===== src/rtl/period_meter_pkg.sv =====
// rtl/period_meter_pkg.sv - state encoding and sizing helper for period_meter
package period_meter_pkg;

    localparam logic [1:0] ST_IDLE    = 2'd0;
    localparam logic [1:0] ST_ARM     = 2'd1;
    localparam logic [1:0] ST_MEASURE = 2'd2;
    localparam logic [1:0] ST_DONE    = 2'd3;

    // Bits needed to hold values 0 .. value-1 (minimum 1).
    function automatic int clog2(input longint unsigned value);
        int bits;
        longint unsigned v;
        bits = 0;
        v = (value > 0) ? value - 1 : 0;
        while (v > 0) begin
            bits = bits + 1;
            v = v >> 1;
        end
        return (bits < 1) ? 1 : bits;
    endfunction

endpackage


===== src/rtl/sync_edge.sv =====
// rtl/sync_edge.sv - two-flop synchronizer with history flop and registered edge pulses
module sync_edge (
    input  logic clk_in,
    input  logic rst,
    input  logic sig_in,
    output logic rise,
    output logic fall
);

    logic sync_1;
    logic sync_2;
    logic hist;

    // Edge pulses are registered so every edge reaches the FSM with the same fixed delay.
    always_ff @(posedge clk_in) begin
        if (rst) begin
            sync_1 <= 1'b0;
            sync_2 <= 1'b0;
            hist   <= 1'b0;
            rise   <= 1'b0;
            fall   <= 1'b0;
        end else begin
            sync_1 <= sig_in;
            sync_2 <= sync_1;
            hist   <= sync_2;
            rise   <= sync_2 & ~hist;
            fall   <= ~sync_2 & hist;
        end
    end

endmodule


===== src/rtl/period_meter.sv =====
// rtl/period_meter.sv - measures period and high time of sig_in in clk_in cycles
module period_meter
    import period_meter_pkg::*;
#(
    parameter int unsigned CNT_W       = 32,
    parameter int unsigned TIMEOUT_CYC = 65_000_000
) (
    input  logic             clk_in,
    input  logic             rst,
    input  logic             sig_in,
    input  logic             start,
    output logic             busy,
    output logic [CNT_W-1:0] period,
    output logic [CNT_W-1:0] high_time,
    output logic             timeout,
    output logic             valid,
    input  logic             ready
);

    localparam int              TO_W    = clog2(longint'(TIMEOUT_CYC) + 1);
    localparam logic [TO_W-1:0] TO_LAST = TO_W'(TIMEOUT_CYC - 1);

    generate
        if (CNT_W < 64 && (64'(TIMEOUT_CYC) >= (64'd1 << CNT_W))) begin : g_bad_timeout
            $error("TIMEOUT_CYC must be below 2**CNT_W");
        end
    endgenerate

    logic             rise;
    logic             fall;
    logic [1:0]       state;
    logic [TO_W-1:0]  to_cnt;
    logic [CNT_W-1:0] per_cnt;
    logic [CNT_W-1:0] hi_cnt;
    logic             high_seen;
    logic             to_hit;

    sync_edge u_sync_edge (
        .clk_in (clk_in),
        .rst    (rst),
        .sig_in (sig_in),
        .rise   (rise),
        .fall   (fall)
    );

    assign busy   = (state != ST_IDLE);
    assign to_hit = (to_cnt == TO_LAST);

    always_ff @(posedge clk_in) begin
        if (rst) begin
            state     <= ST_IDLE;
            to_cnt    <= '0;
            per_cnt   <= '0;
            hi_cnt    <= '0;
            high_seen <= 1'b0;
            period    <= '0;
            high_time <= '0;
            timeout   <= 1'b0;
            valid     <= 1'b0;
        end else begin
            case (state)
                ST_IDLE: begin
                    if (start) begin
                        state  <= ST_ARM;
                        to_cnt <= '0;
                    end
                end
                ST_ARM: begin
                    if (rise) begin
                        state     <= ST_MEASURE;
                        per_cnt   <= CNT_W'(1);
                        hi_cnt    <= CNT_W'(1);
                        high_seen <= 1'b0;
                        to_cnt    <= '0;
                    end else if (to_hit) begin
                        state     <= ST_DONE;
                        period    <= '0;
                        high_time <= '0;
                        timeout   <= 1'b1;
                        valid     <= 1'b1;
                    end else begin
                        to_cnt <= to_cnt + 1'b1;
                    end
                end
                ST_MEASURE: begin
                    per_cnt <= per_cnt + 1'b1;
                    to_cnt  <= to_cnt + 1'b1;
                    if (!high_seen) begin
                        hi_cnt <= hi_cnt + 1'b1;
                    end
                    if (fall) begin
                        high_seen <= 1'b1;
                        high_time <= hi_cnt;
                    end
                    // A rise on the last allowed cycle still yields a real measurement.
                    if (rise) begin
                        state   <= ST_DONE;
                        period  <= per_cnt;
                        timeout <= 1'b0;
                        valid   <= 1'b1;
                        if (!high_seen) begin
                            high_time <= hi_cnt;
                        end
                    end else if (to_hit) begin
                        state     <= ST_DONE;
                        period    <= '0;
                        high_time <= '0;
                        timeout   <= 1'b1;
                        valid     <= 1'b1;
                    end
                end
                ST_DONE: begin
                    if (ready) begin
                        state <= ST_IDLE;
                        valid <= 1'b0;
                    end
                end
                default: state <= ST_IDLE;
            endcase
        end
    end

endmodule


===== config.mk =====
export PLATFORM = sky130hd
export DESIGN_NAME = period_meter
export DESIGN_NICKNAME = d
export VERILOG_FILES = /design/src/rtl/period_meter_pkg.sv /design/src/rtl/sync_edge.sv /design/src/rtl/period_meter.sv
export SDC_FILE = /design/constraint.sdc
export NUM_CORES = 1
export LEC_CHECK = 0
export BUFFER_PORTS_ARGS = -buffer_cell sky130_fd_sc_hd__buf_2
export CORE_ASPECT_RATIO = 1.5
export CORE_MARGIN = 2
export CORE_UTILIZATION = 50
export DETAILED_ROUTE_END_ITERATION = 8
export PLACE_DENSITY_LB_ADDON = 0.12
export SLEW_MARGIN = 20
export SYNTH_ARGS = -nofsm -noshare
export SYNTH_HDL_FRONTEND = slang
export SYNTH_SLANG_ARGS = --single-unit

===== constraint.sdc =====
create_clock -name clk_in -period 7.8 [get_ports clk_in]
set_input_delay 0.39 -clock clk_in [delete_from_list [all_inputs] [get_ports clk_in]]
set_output_delay 0.39 -clock clk_in [all_outputs]
set_load 0.01 [all_outputs]

# == Yosys cells after proc, flatten, opt, wreduce, memory -nomap -nowiden ==
# Index checks and enable logic that the tools add are counted.
# classes
n_mux,37
n_eq_ne,12
n_addsub,3
bitwise,4
reduce_logical,13
# op_table
cell,count
32-bit two-way mux,11
32-bit one-hot mux with 2 select lines,4
26-bit two-way mux,3
26-bit one-hot mux with 3 select lines,1
32-bit by 1-bit adder with 32-bit output (second input constant),2
26-bit by 1-bit adder with 26-bit output (second input constant),1
26-bit equality test (second input constant),1
3-bit AND reduction,5
2-bit two-way mux,5
2-bit != test (second input constant),5
1-bit two-way mux,9
2-bit one-hot mux with 4 select lines,1
2-bit AND reduction,3
3-bit nonzero test,2
2-bit equality test (second input constant),2
2-bit by 1-bit != test with 1-bit output (second input constant),2
1-bit one-hot mux with 2 select lines,2
2-bit nonzero test,2
3-bit by 2-bit != test with 1-bit output (second input constant),1
1-bit one-hot mux with 3 select lines,1
1-bit AND,2
2-bit by 1-bit equality test with 1-bit output (second input constant),1
2-bit logical NOT,1
1-bit inverter,2
# word_totals
ff_bits,164
word_cells,83
in_bits,5
out_inout_bits,67

# == Longest topological paths before layout ==
# Gate-level depths: netlist (run 1).
# logic_depth
word_depth,4
ltp_mapped,9
mapped_depth_nobuf,7

# == By module ==
# A second synthesis (run 1) with hierarchy kept.
# unflattened
hier_cells,837
area_unflattened_um2,7265.7
# by_module_without_submodules
mod,seq_area_each_um2,area_each_um2,cells_per_inst,instances
period_meter,3183.1,7131.8,827,1
sync_edge,100.1,133.9,10,1

# == Worst setup path before layout (run 1) ==
# Ideal clock, no wire load.
# synth_timing
path_kind,register to register
start,reg to_cnt[6]
end,reg high_time[0]
period_less_slack_ns,2.504
stages_incl_launch_ff,8
n_path_buf,2
t_required_ns,7.683
arrival_time_ns,2.387
path_slack_ns,5.296
setup_time_ns,0.117
path_cell_list,dfxtp_1 buf_6 or4b_1 or4_4 or4_4 a31o_4 buf_6 a22o_1
# synth_between
elab_chain_cells,4
elab_cells_between_ends,6
classes_between,2 x eq/ne; 3 x mux; 1 x reduce/logical
# synth_lines
element,line,source
from (decl),period_meter.sv:32,logic [TO_W-1:0] to_cnt;
from (signal assigned),period_meter.sv:82,to_cnt <= to_cnt + 1'b1;
from (signal assigned),period_meter.sv:87,to_cnt <= to_cnt + 1'b1;
26-bit equality test (*),period_meter.sv:47,assign to_hit = (to_cnt == TO_LAST);
32-bit two-way mux,period_meter.sv:104,end else if (to_hit) begin
32-bit two-way mux,period_meter.sv:96,if (rise) begin
32-bit one-hot mux with 2 select lines,period_meter.sv:61,case (state)
to (signal assigned),period_meter.sv:93,high_time <= hi_cnt;
to (signal assigned),period_meter.sv:102,high_time <= hi_cnt;
to (decl),period_meter.sv:14,"output logic [CNT_W-1:0] high_time,"
# Mark *: on every way between the ends. The rest lies on a longest branch, timed or not.
# A chain may end at the register's enable or synchronous reset.

# == Worst setup path after layout (run 1) ==
# layout_timing
start,reg state[0]
end,reg per_cnt[31]
# layout_between
elab_chain_cells,3
elab_cells_between_ends,6
classes_between,3 x eq/ne; 1 x mux; 2 x reduce/logical
# layout_lines
element,line,source
from (decl),period_meter.sv:31,logic [1:0] state;
from (signal assigned),period_meter.sv:51,state <= ST_IDLE;
from (signal assigned),period_meter.sv:64,state <= ST_ARM;
from (signal assigned),period_meter.sv:70,state <= ST_MEASURE;
2-bit by 1-bit equality test with 1-bit output or 2-bit equality test (tied branches),period_meter.sv:61,
2-bit by 1-bit != test with 1-bit output (no line) or 2-bit nonzero test (tied branches),n/a,
2-bit AND reduction (no line),n/a,
to (signal assigned),period_meter.sv:86,per_cnt <= per_cnt + 1'b1;
to (decl),period_meter.sv:33,logic [CNT_W-1:0] per_cnt;
# Parallel ways exist; a longest one is shown, timed or not.

==> flow_summary.toml, run 1 <==
[global_route]
grt_max_degree = 39
grt_pass1_wl_um = 28090
grt_antenna_before_repair = 0
grt_remaining_overflow = 0
grt_pass1_vias = 6014
track_usage_pct = 22.32

[yosys]
synth.net_count = 855
ys_ff_latch = 164
netlist_instances = 841
yosys_most_used_dff = "dfxtp_1"
seq_area_frac_synth_pct = 45.57
ys_async_sr_fraction_pct = 0
ys_warn_count = 0
synth_cell_types = 58
synthesis.area_sq_um = 7204
synth_edf_count = 0
syn_area_per_cell_sq_um = 8.566

[floorplanning]
rows = 53
chipWidth_um = 102.0
initial_core_util_pct = 51.25
dieArea_sq_um = 15410
pin_count = 72
fp.dieH_um = 151.0
core_region_area_sq_um = 14060

[worst_hold_path]
min_to = "u_sync_edge.sync_1$_SDFF_PP0_"
min_path_cells = 2
min-delay-start = "sig_in"
hp-class = "in -> reg"

[setup_path]
cp.required_ps = 8160
reg2reg_to = "per_cnt[31]$_SDFFE_PP0P_"
path_max_fanout = 21
slowest_delay_ps = 650
cp.arrival_ps = 3780
crit_slowest_cell = "ha_1"
crit_type = "reg -> reg"
cp-end-kind = "flip-flop"
crit_chain = "inv_1, ha_1, mux2_2, nand4_1, or3_1, or4b_2, nand2_1"
worst-r2r-setup-slack_ps = 4390
cp-startpoint = "state[0]$_SDFFE_PP0P_"
reg2reg_from = "state[0]$_SDFFE_PP0P_"
r2r_cells = 7
cp-start-kind = "flip-flop"

[clock_network]
cts_setup_buffers = 0
cts_resized = 0
cts.htree.levels = 4
cts-hold-fix-buffers = 0
cts.sinks = 164
root_buffer = "clkbuf_16"
clock_path_buffers = 2
clk_pin_slew_worst_paths_ps = 60
insertion_delay_ps = 420
cts_tree = "done"
cts_buffers = 17

[placement]
place_area_sq_um = 7621
dp.cells = 1056
portBuffers = 71
gp_congestion = 0.8387
post-dp-hpwl_um = 11170

[drt]
ant_nets = 0
avgRoutedWirePerCell_um = 15.13
remaining_drc_errors = 0
routed_wl_um = 16480
vias = 6195
drt-initial-drc-count = 235
via_per_inst = 5.689
dr.pass1.iters = 4

[cells_and_area]
antenna_cells = 0
seq_area_sq_um = 3283
stdcell_area_sq_um = 8280
syn2layout_area_growth_pct = 14.94
multiInputGateArea_sq_um = 3637
stdcell_count = 1089
drive_gt1_share_pct = 14.05
nFillCells = 1298
final_nets = 898

[run_status]
status = "completed"

[timing]
fin_hold_ws_ps = 196.8
maxSlewViolCount = 0
relSlewSlack_pct = 35.42
finalHoldViolations = 0
worst_pin_slew_ps = 960.5
rsz0062_at_grt = "no"
finalSetupViolations = 0
fin_crit_ps = 3415
fin_skew_ps = 11.66
fmax_mhz = 292.9
finalSetupTns_ps = 0
fin_crit_sh_pct = 43.78

[flow_run]
cap_violations = 0

[power_and_ir_drop]
powerDensity_nw_per_um2 = 221.6
p_leak_nw = 2.837
ir_drop_mv = 0.1550
-- routing by layer --
metal	part of all wire (%)	GRT usage, %
met3	3.6	4.107
met2	49	37.86
met4	2.4	9.800
met5	0	0
met1	45	27.36
-- layout make-up --
| class | count | share of cell area [%] |
|---|---|---|
| inverter | 22 | 0.9973 |
| timing repair buffer | 77 | 4.926 |
| tap | 192 | 2.901 |
| clock inverter | 13 | 2.372 |
| clock buffer | 19 | 5.228 |
| multi-input combinational | 602 | 43.93 |
| sequential | 164 | 39.65 |
-- metrics by stage --
stage	total power [mW]	util, %	setup slack [ps]
4_1_cts	1.853	58.69	4358
6_report	1.835	58.90	4385
3_5_place_dp	0.9625	54.21	4376
3_3_place_gp	0.9581	54.21	4574
5_1_grt	1.904	58.90	4172
2_1_floorplan	0.9441	-	5296
-- worst max path at each step --
stage / endpoint / slack (ps)
final: per_cnt[31]$_SDFFE_PP0P_ / 4390
after global routing: per_cnt[31]$_SDFFE_PP0P_ / 4170
after CTS: to_cnt[20]$_SDFFE_PP0P_ / 4360
after detailed placement: to_cnt[21]$_SDFFE_PP0P_ / 4380
after global placement: per_cnt[31]$_SDFFE_PP0P_ / 4570
after floorplan: high_time[0]$_SDFFE_PP0P_ / 5300
-- worst max-delay path: cells and delay by family (launching register included) --
kind,cells,cell delay [ps]
buffers and inverters,1,150
and+or+nand+nor,4,1880
adders and majority gates,1,650
DFF,1,340
muxes,1,340
-- where the power goes --
group	switching (mW)	total, mW	internal [mW]
Sequential	0.00563	0.848	0.842
Clock	0.346	0.889	0.542
Combinational	0.0710	0.0988	0.0279
Total	0.423	1.83	1.41
-- kinds of logic (layout without fill, tap and decap cells) --
logic type	Yosys count	in the layout	share of synthesized area [%]
AOI/OAI and AO/OA	170	170	15.13
buffers and inverters	75	131	4.515
adders and majority gates	9	9	1.563
DFF	164	164	45.57
muxes	7	7	0.9899
and+or+nand+nor	366	366	26.15
xor gates and xnor gates	50	50	6.078
-- layout by cell type, fill, tap and decap left out, types with 4 or more instances in the layout --
master and count:
nand2_1 92, nand3_1 36, a311oi_1 5, xor2_1 7, or4b_2 4, nor2_1 79, inv_1 22, nand4_1 21
bufinv_16 4, nor3_1 24, buf_4 5, a21oi_1 69, clkbuf_16 17, a31oi_1 4, xnor2_1 43, nor4_1 29
ha_1 9, mux2i_1 6, buf_2 71, and2_1 5, dfxtp_1 164, or4_1 22, a22o_1 31, o21ai_0 28
and4_1 9, nor2b_1 7, or3_1 16, o31ai_1 5
-- flip-flops by register name (all words and copies together), names as in the netlist --
name                flops
valid                   1
u_sync_edge.sync_1      1
high_seen               1
hi_cnt                 32
high_time              32
to_cnt                 26
u_sync_edge.sync_2      1
timeout                 1
u_sync_edge.fall        1
u_sync_edge.rise        1
per_cnt                32
state                   2
u_sync_edge.hist        1
period                 32
-- synth_stat cells, types with 3 or more instances --
cell type  instances  share of area, %
a21o_1             3              0.31
a21oi_1           70               4.9
a22o_1            31               3.8
a311oi_1           5              0.61
a31oi_1            4              0.35
and2_1             5              0.43
and3_1             3              0.26
and4_1             9               1.1
buf_2              5              0.35
buf_6              4              0.63
clkbuf_1          41               2.1
dfxtp_1          164                46
ha_1               9               1.6
inv_1             22               1.1
mux2i_1            6              0.83
nand2_1           93               4.8
nand3_1           37               2.6
nand4_1           21               1.8
nor2_1            79               4.1
nor2b_1            7              0.61
nor3_1            25               1.7
nor3b_1            3              0.31
nor4_1            29               2.5
o21ai_0           29               2.0
o31ai_1            6              0.63
or3_1             16               1.4
or4_1             22               2.3
or4b_2             4              0.56
xnor2_1           43               5.2
xor2_1             7              0.85
(Power assumes the default switching activity.)
==> run 2, diff against run 1 <==
- ABC_AREA: not set -> 1
- clock period: 7.8 -> 3.23 ns (I/O delays scaled with it)
==> run 2 against run 1 <==
  * Wire length rose by 39%
  * Clock skew fell by 2.1 ps
  * Global-route usage up 4.1 points
  * Via count is 34% higher
  * Critical path type unchanged
==> flow_summary.toml, run 2 <==
[timing]
fin_skew_ps = 9.585
relSlewSlack_pct = 50.41
fin_crit_ps = 2679
finalSetupViolations = 0
fmax_mhz = 373.2
finalHoldViolations = 0
fin_crit_sh_pct = 82.95
rsz0062_at_grt = "no"
worst_pin_slew_ps = 743.1
maxSlewViolCount = 0
finalSetupTns_ps = 0

[power_and_ir_drop]
power.total_mw = 4.406
p_leak_nw = 3.776
ir_drop_mv = 0.3006
powerDensity_nw_per_um2 = 465.2

[setup_path]
crit_slowest_cell = "inv_1"
crit_type = "reg -> reg"
worst-r2r-setup-slack_ps = 550
cp-start-kind = "flip-flop"
crit_chain = "inv_1, ha_1, inv_2, nand2_1, o21ai_0, buf_4, inv_1, o21ai_0, a21oi_1"
cp.arrival_ps = 3050
cpLargestDelayFamily = "buffers and inverters"
cp-end-kind = "flip-flop"
reg2reg_from = "state[0]$_SDFFE_PP0P_"
slowest_delay_ps = 480
cp-startpoint = "state[0]$_SDFFE_PP0P_"
path_max_fanout = 23
cp_num_buf_inv = 4
cp.required_ps = 3600

[global_route]
track_usage_pct = 26.44
grt_pass1_wl_um = 37380
grt_max_degree = 42
grt_antenna_before_repair = 0
grt_pass1_vias = 7781
grt_remaining_overflow = 0

[clock_network]
cts_buffers = 17
cts_setup_buffers = 0
cts_tree = "done"
clock_path_buffers = 2
insertion_delay_ps = 430
root_buffer = "clkbuf_16"
cts_resized = 0
cts.sinks = 164
cts.htree.levels = 4
clk_pin_slew_worst_paths_ps = 70

[yosys]
synth_cell_types = 39
synth_area_leader_cell = "dfxtp_1"
synth_common_cells = "254 x nand2_1, 166 x nor2_1, 164 x dfxtp_1, 147 x a21oi_1, 127 x inv_1"
synthTopCellsByArea = "dfxtp_1 39%, nand2_1 11%, a21oi_1 8.8%, nor2_1 7.4%, o21ai_0 6.4%"
yosysMostFrequentCell = "nand2_1"
yosys_most_used_dff = "dfxtp_1"
ys_async_sr_fraction_pct = 0
ys_warn_count = 0
syn_area_per_cell_sq_um = 6.666
synth.net_count = 1270
synth_top_cell_area_share_pct = 39.21
synth_edf_count = 0
synthesis.area_sq_um = 8373
ys_ff_latch = 164
netlist_instances = 1256
seq_area_frac_synth_pct = 39.21

[cells_and_area]
final_nets = 1317
syn2layout_area_growth_pct = 13.14
antenna_cells = 0
final_core_util_pct = 57.00
mostFrequentLayoutCells = "254 x nand2_1, 165 x nor2_1, 164 x dfxtp_1"
stdcell_count = 1526
drive_gt1_share_pct = 12.08
layout_commonest_cell = "nand2_1"

[drt]
dr.pass1.iters = 6
avgRoutedWirePerCell_um = 14.98
remaining_drc_errors = 0
via_per_inst = 5.448
vias = 8313
ant_nets = 0
routed_wl_um = 22850
drt-initial-drc-count = 451

[floorplanning]
chipWidth_um = 109.7
dieArea_sq_um = 17820
fp.dieH_um = 162.5
initial_core_util_pct = 50.38
pin_count = 72
rows = 58
core_region_area_sq_um = 16620

[placement]
portBuffers = 71
dp.cells = 1493
post-dp-hpwl_um = 16130
gp_congestion = 0.9227

[worst_hold_path]
hp-class = "in -> reg"
min-delay-start = "start"

[flow_run]
cap_violations = 0

[run_status]
status = "completed"
[run 2: cell types whose count changed in the layout (fill, tap and decap cells not counted), sizes merged, moves of 25 or more]
cell,change
nand3,+29
a21oi,+79
xnor2,-43
inv,+111
nand2,+166
nor2,+97
a22o,-31
nand4,+31
o21ai,+77
nor4,-25
[run 2: area by class of cell]
| cell class | instances | area, sq um |
|---|---|---|
| fill | 1686 | 7146 |
| clock inverter | 12 | 145.1 |
| timing repair buffer | 90 | 500.5 |
| inverter | 134 | 505.5 |
| clock buffer | 20 | 466.7 |
| tap | 210 | 262.8 |
| multi-input combinational | 896 | 4309 |
| sequential | 164 | 3283 |
[run 2: path summary, 6_finish.rpt]
kind                                                      end  depth (start not counted)
worst max-delay path                   hi_cnt[3]$_SDFFE_PP0P_                          9
worst min-delay path                    state[1]$_SDFFE_PP0P_                          4
worst min register to register  u_sync_edge.sync_2$_SDFF_PP0_                          2
worst max register to register         hi_cnt[3]$_SDFFE_PP0P_                          9
[run 2: kinds of logic after synthesis]
group                      after synthesis  synth area share [%]
AOI/OAI and AO/OA                      287                 18.11
xor gates and xnor gates                 1                0.1046
buffers and inverters                  196                 9.399
DFF                                    164                 39.21
and+or+nand+nor                        599                 31.83
adders and majority gates                9                 1.345
[run 2: metal layers]
metal	vias up	GRT usage (%)	routed length, um
li1	4250	-	-
met1	3804	28.30	9018
met2	207	49.58	12300
met3	52	4.962	872
met4	0	10.70	659
met5	-	0	0
[run 2: stage by stage]
stage	setup WS (ps)	instance area (sq um)	hold slack (ps)
CTS	590.7	9473	159.9
finish	550.6	9473	160.1
global route	229.6	9473	158.9
global placement	685.6	8851	370.5
floorplan	1363	8373	268.5
detailed placement	602.7	8851	383.0
[run 2: repair_timing]
action | CTS | global route
hold buffers | 1 | 0
endpoints found under the hold margin | 1 | 0
endpoints found under the setup margin | 0 | 0
[run 2: power by group]
| group | internal, mW | switching (mW) |
|---|---|---|
| sequential | 2.03 | 0.0100 |
| clock | 1.21 | 0.872 |
| combinational | 0.0640 | 0.214 |
[run 2: worst register-to-register path: stages, from the launching register on]
cell and delay (ps):
dfxtp_1 340, inv_1 150, ha_1 470, inv_2 340
nand2_1 180, o21ai_0 80, buf_4 230, inv_1 480
o21ai_0 190, a21oi_1 150
==> run 3, diff against run 2 <==
- clock period: 3.23 -> 2.5 ns (I/O delays scaled with it)
==> run 3 against run 2 <==
  * Sequential share of layout area barely moved
  * Count of clock-buffer cells in the layout fell by 2
  * Design area barely moved
  * Die area did not move
  * Final cell count rose by 0.39%
  * Critical path type unchanged
  * Critical endpoint is now hi_cnt[30]$_SDFFE_PP0P_
  * Highest routed layer unchanged
==> flow_summary.toml, run 3 (same netlist as run 2, synthesis figures left out) <==
[run_status]
status = "completed"

[cells_and_area]
layout_commonest_cell = "nand2_1"
drive_gt1_share_pct = 12.63
mostFrequentLayoutCells = "253 x nand2_1, 165 x nor2_1, 164 x dfxtp_1"
stdcell_area_sq_um = 9480
syn2layout_area_growth_pct = 13.22
stdcell_count = 1532
final_nets = 1324
antenna_cells = 0
final_core_util_pct = 57.05
seq_area_sq_um = 3283
multiInputGateArea_sq_um = 4312
nFillCells = 1632

[setup_path]
r2r_cells = 12
cp.arrival_ps = 2520
cp-end-kind = "flip-flop"
crit_type = "reg -> reg"
cp.required_ps = 2820
path_max_fanout = 11
cp-start-kind = "flip-flop"

[drt]
dr.pass1.iters = 5
avgRoutedWirePerCell_um = 15.17
routed_wl_um = 23250
remaining_drc_errors = 0
ant_nets = 0
via_per_inst = 5.446
drt-initial-drc-count = 528
vias = 8344

[global_route]
grt_remaining_overflow = 0
grt_max_degree = 47
grt_antenna_before_repair = 0
grt_pass1_wl_um = 38300
track_usage_pct = 27.21
grt_pass1_vias = 8026

[timing]
fin_crit_sh_pct = 87.76
fin_hold_ws_ps = 55.74
fmax_mhz = 455.8
rsz0062_at_grt = "no"
fin_crit_ps = 2194
maxSlewViolCount = 0
layout_setup_ws_ps = 305.9
finalHoldViolations = 0
finalSetupViolations = 0
relSlewSlack_pct = 67.94
finalSetupTns_ps = 0
worst_pin_slew_ps = 476.5
fin_skew_ps = 9.964

[power_and_ir_drop]
power.total_mw = 5.543
internal_power_mw = 4.121
p_leak_nw = 3.796
power.switching_mw = 1.421
p_sw_share_pct = 25.64
ir_drop_mv = 0.4401
p_clk_share_pct = 45.7
seqPwrFrac_pct = 47.6
powerDensity_nw_per_um2 = 584.7
combPwrFrac_pct = 6.7

[placement]
portBuffers = 71
post-dp-hpwl_um = 16460
dp.cells = 1500
gp_congestion = 0.8986
place_area_sq_um = 8904
dp_slack_ps = 216.9

[clock_network]
cts_buffers = 17
insertion_delay_ps = 430
clock_path_buffers = 2
cts_tree = "done"
cts.htree.levels = 4
cts_setup_buffers = 0
clk_pin_slew_worst_paths_ps = 60
cts.sinks = 164
root_buffer = "clkbuf_16"

[worst_hold_path]
hp-class = "in -> reg"
min_path_cells = 2

[flow_run]
cap_violations = 0

[floorplanning]
fp.dieH_um = 162.5
chipWidth_um = 109.7
rows = 58
pin_count = 72
dieArea_sq_um = 17820
initial_core_util_pct = 50.38
core_region_area_sq_um = 16620
run 3: cell count changes in the layout (fill, tap and decap cells not counted):
cell,change
clkbuf_8,-2
buf_4,+7
nand2_2,+1
bufinv_16,-1
clkinvlp_4,-2
inv_1,-1
inv_6,+3
inv_8,-1
nand2_1,-1
inv_2,+1
clkinv_2,+2
run 3: power groups by stage:
stage                     clock network [mW]  logic [mW]  registers, mW
after floorplan                            0       0.264           2.69
after global placement                     0       0.365           2.70
after detailed placement                   0       0.368           2.70
after CTS                               2.58       0.371           2.64
after global routing                    2.67       0.411           2.64
final                                   2.53       0.372           2.64
run 3: critical path: stages, from the launching register on:
cell	delay, ps
dfxtp_1	430
inv_1	110
ha_1	280
nand2_4	160
nand3_4	170
nor2_2	220
nand2_2	130
nor2_4	140
nand2_1	80
nor2_1	130
nand2_1	70
nor2_1	100
nor2_1	50
run 3: final cells by class:
| class | instances | area share, % |
|---|---|---|
| multi-input combinational | 896 | 45.48 |
| tap | 210 | 2.772 |
| timing repair buffer | 97 | 5.833 |
| clock buffer | 18 | 4.632 |
| sequential | 164 | 34.63 |
| inverter | 134 | 5.332 |
| clock inverter | 13 | 1.320 |
run 3: repair_timing:
action                     CTS  global route
setup endpoints to repair    0             6
resized for setup            0             2
hold endpoints to repair     1             0
hold buffers                 1             0
run 3: final timing paths:
kind,from,end,slack [ps]
setup / recovery,state[1]$_SDFFE_PP0P_,hi_cnt[30]$_SDFFE_PP0P_,310
hold / removal,rst,u_sync_edge.hist$_SDFF_PP0_,60
setup reg to reg,state[1]$_SDFFE_PP0P_,hi_cnt[30]$_SDFFE_PP0P_,310
hold reg to reg,u_sync_edge.sync_1$_SDFF_PP0_,u_sync_edge.sync_2$_SDFF_PP0_,420
run 3: metal layers:
metal	GRT usage (%)	vias up	routed length, um
li1	-	4248	-
met3	5.202	52	766
met5	0	-	0
met1	28.91	3871	9127
met4	11.45	0	735
met2	51.01	173	12620
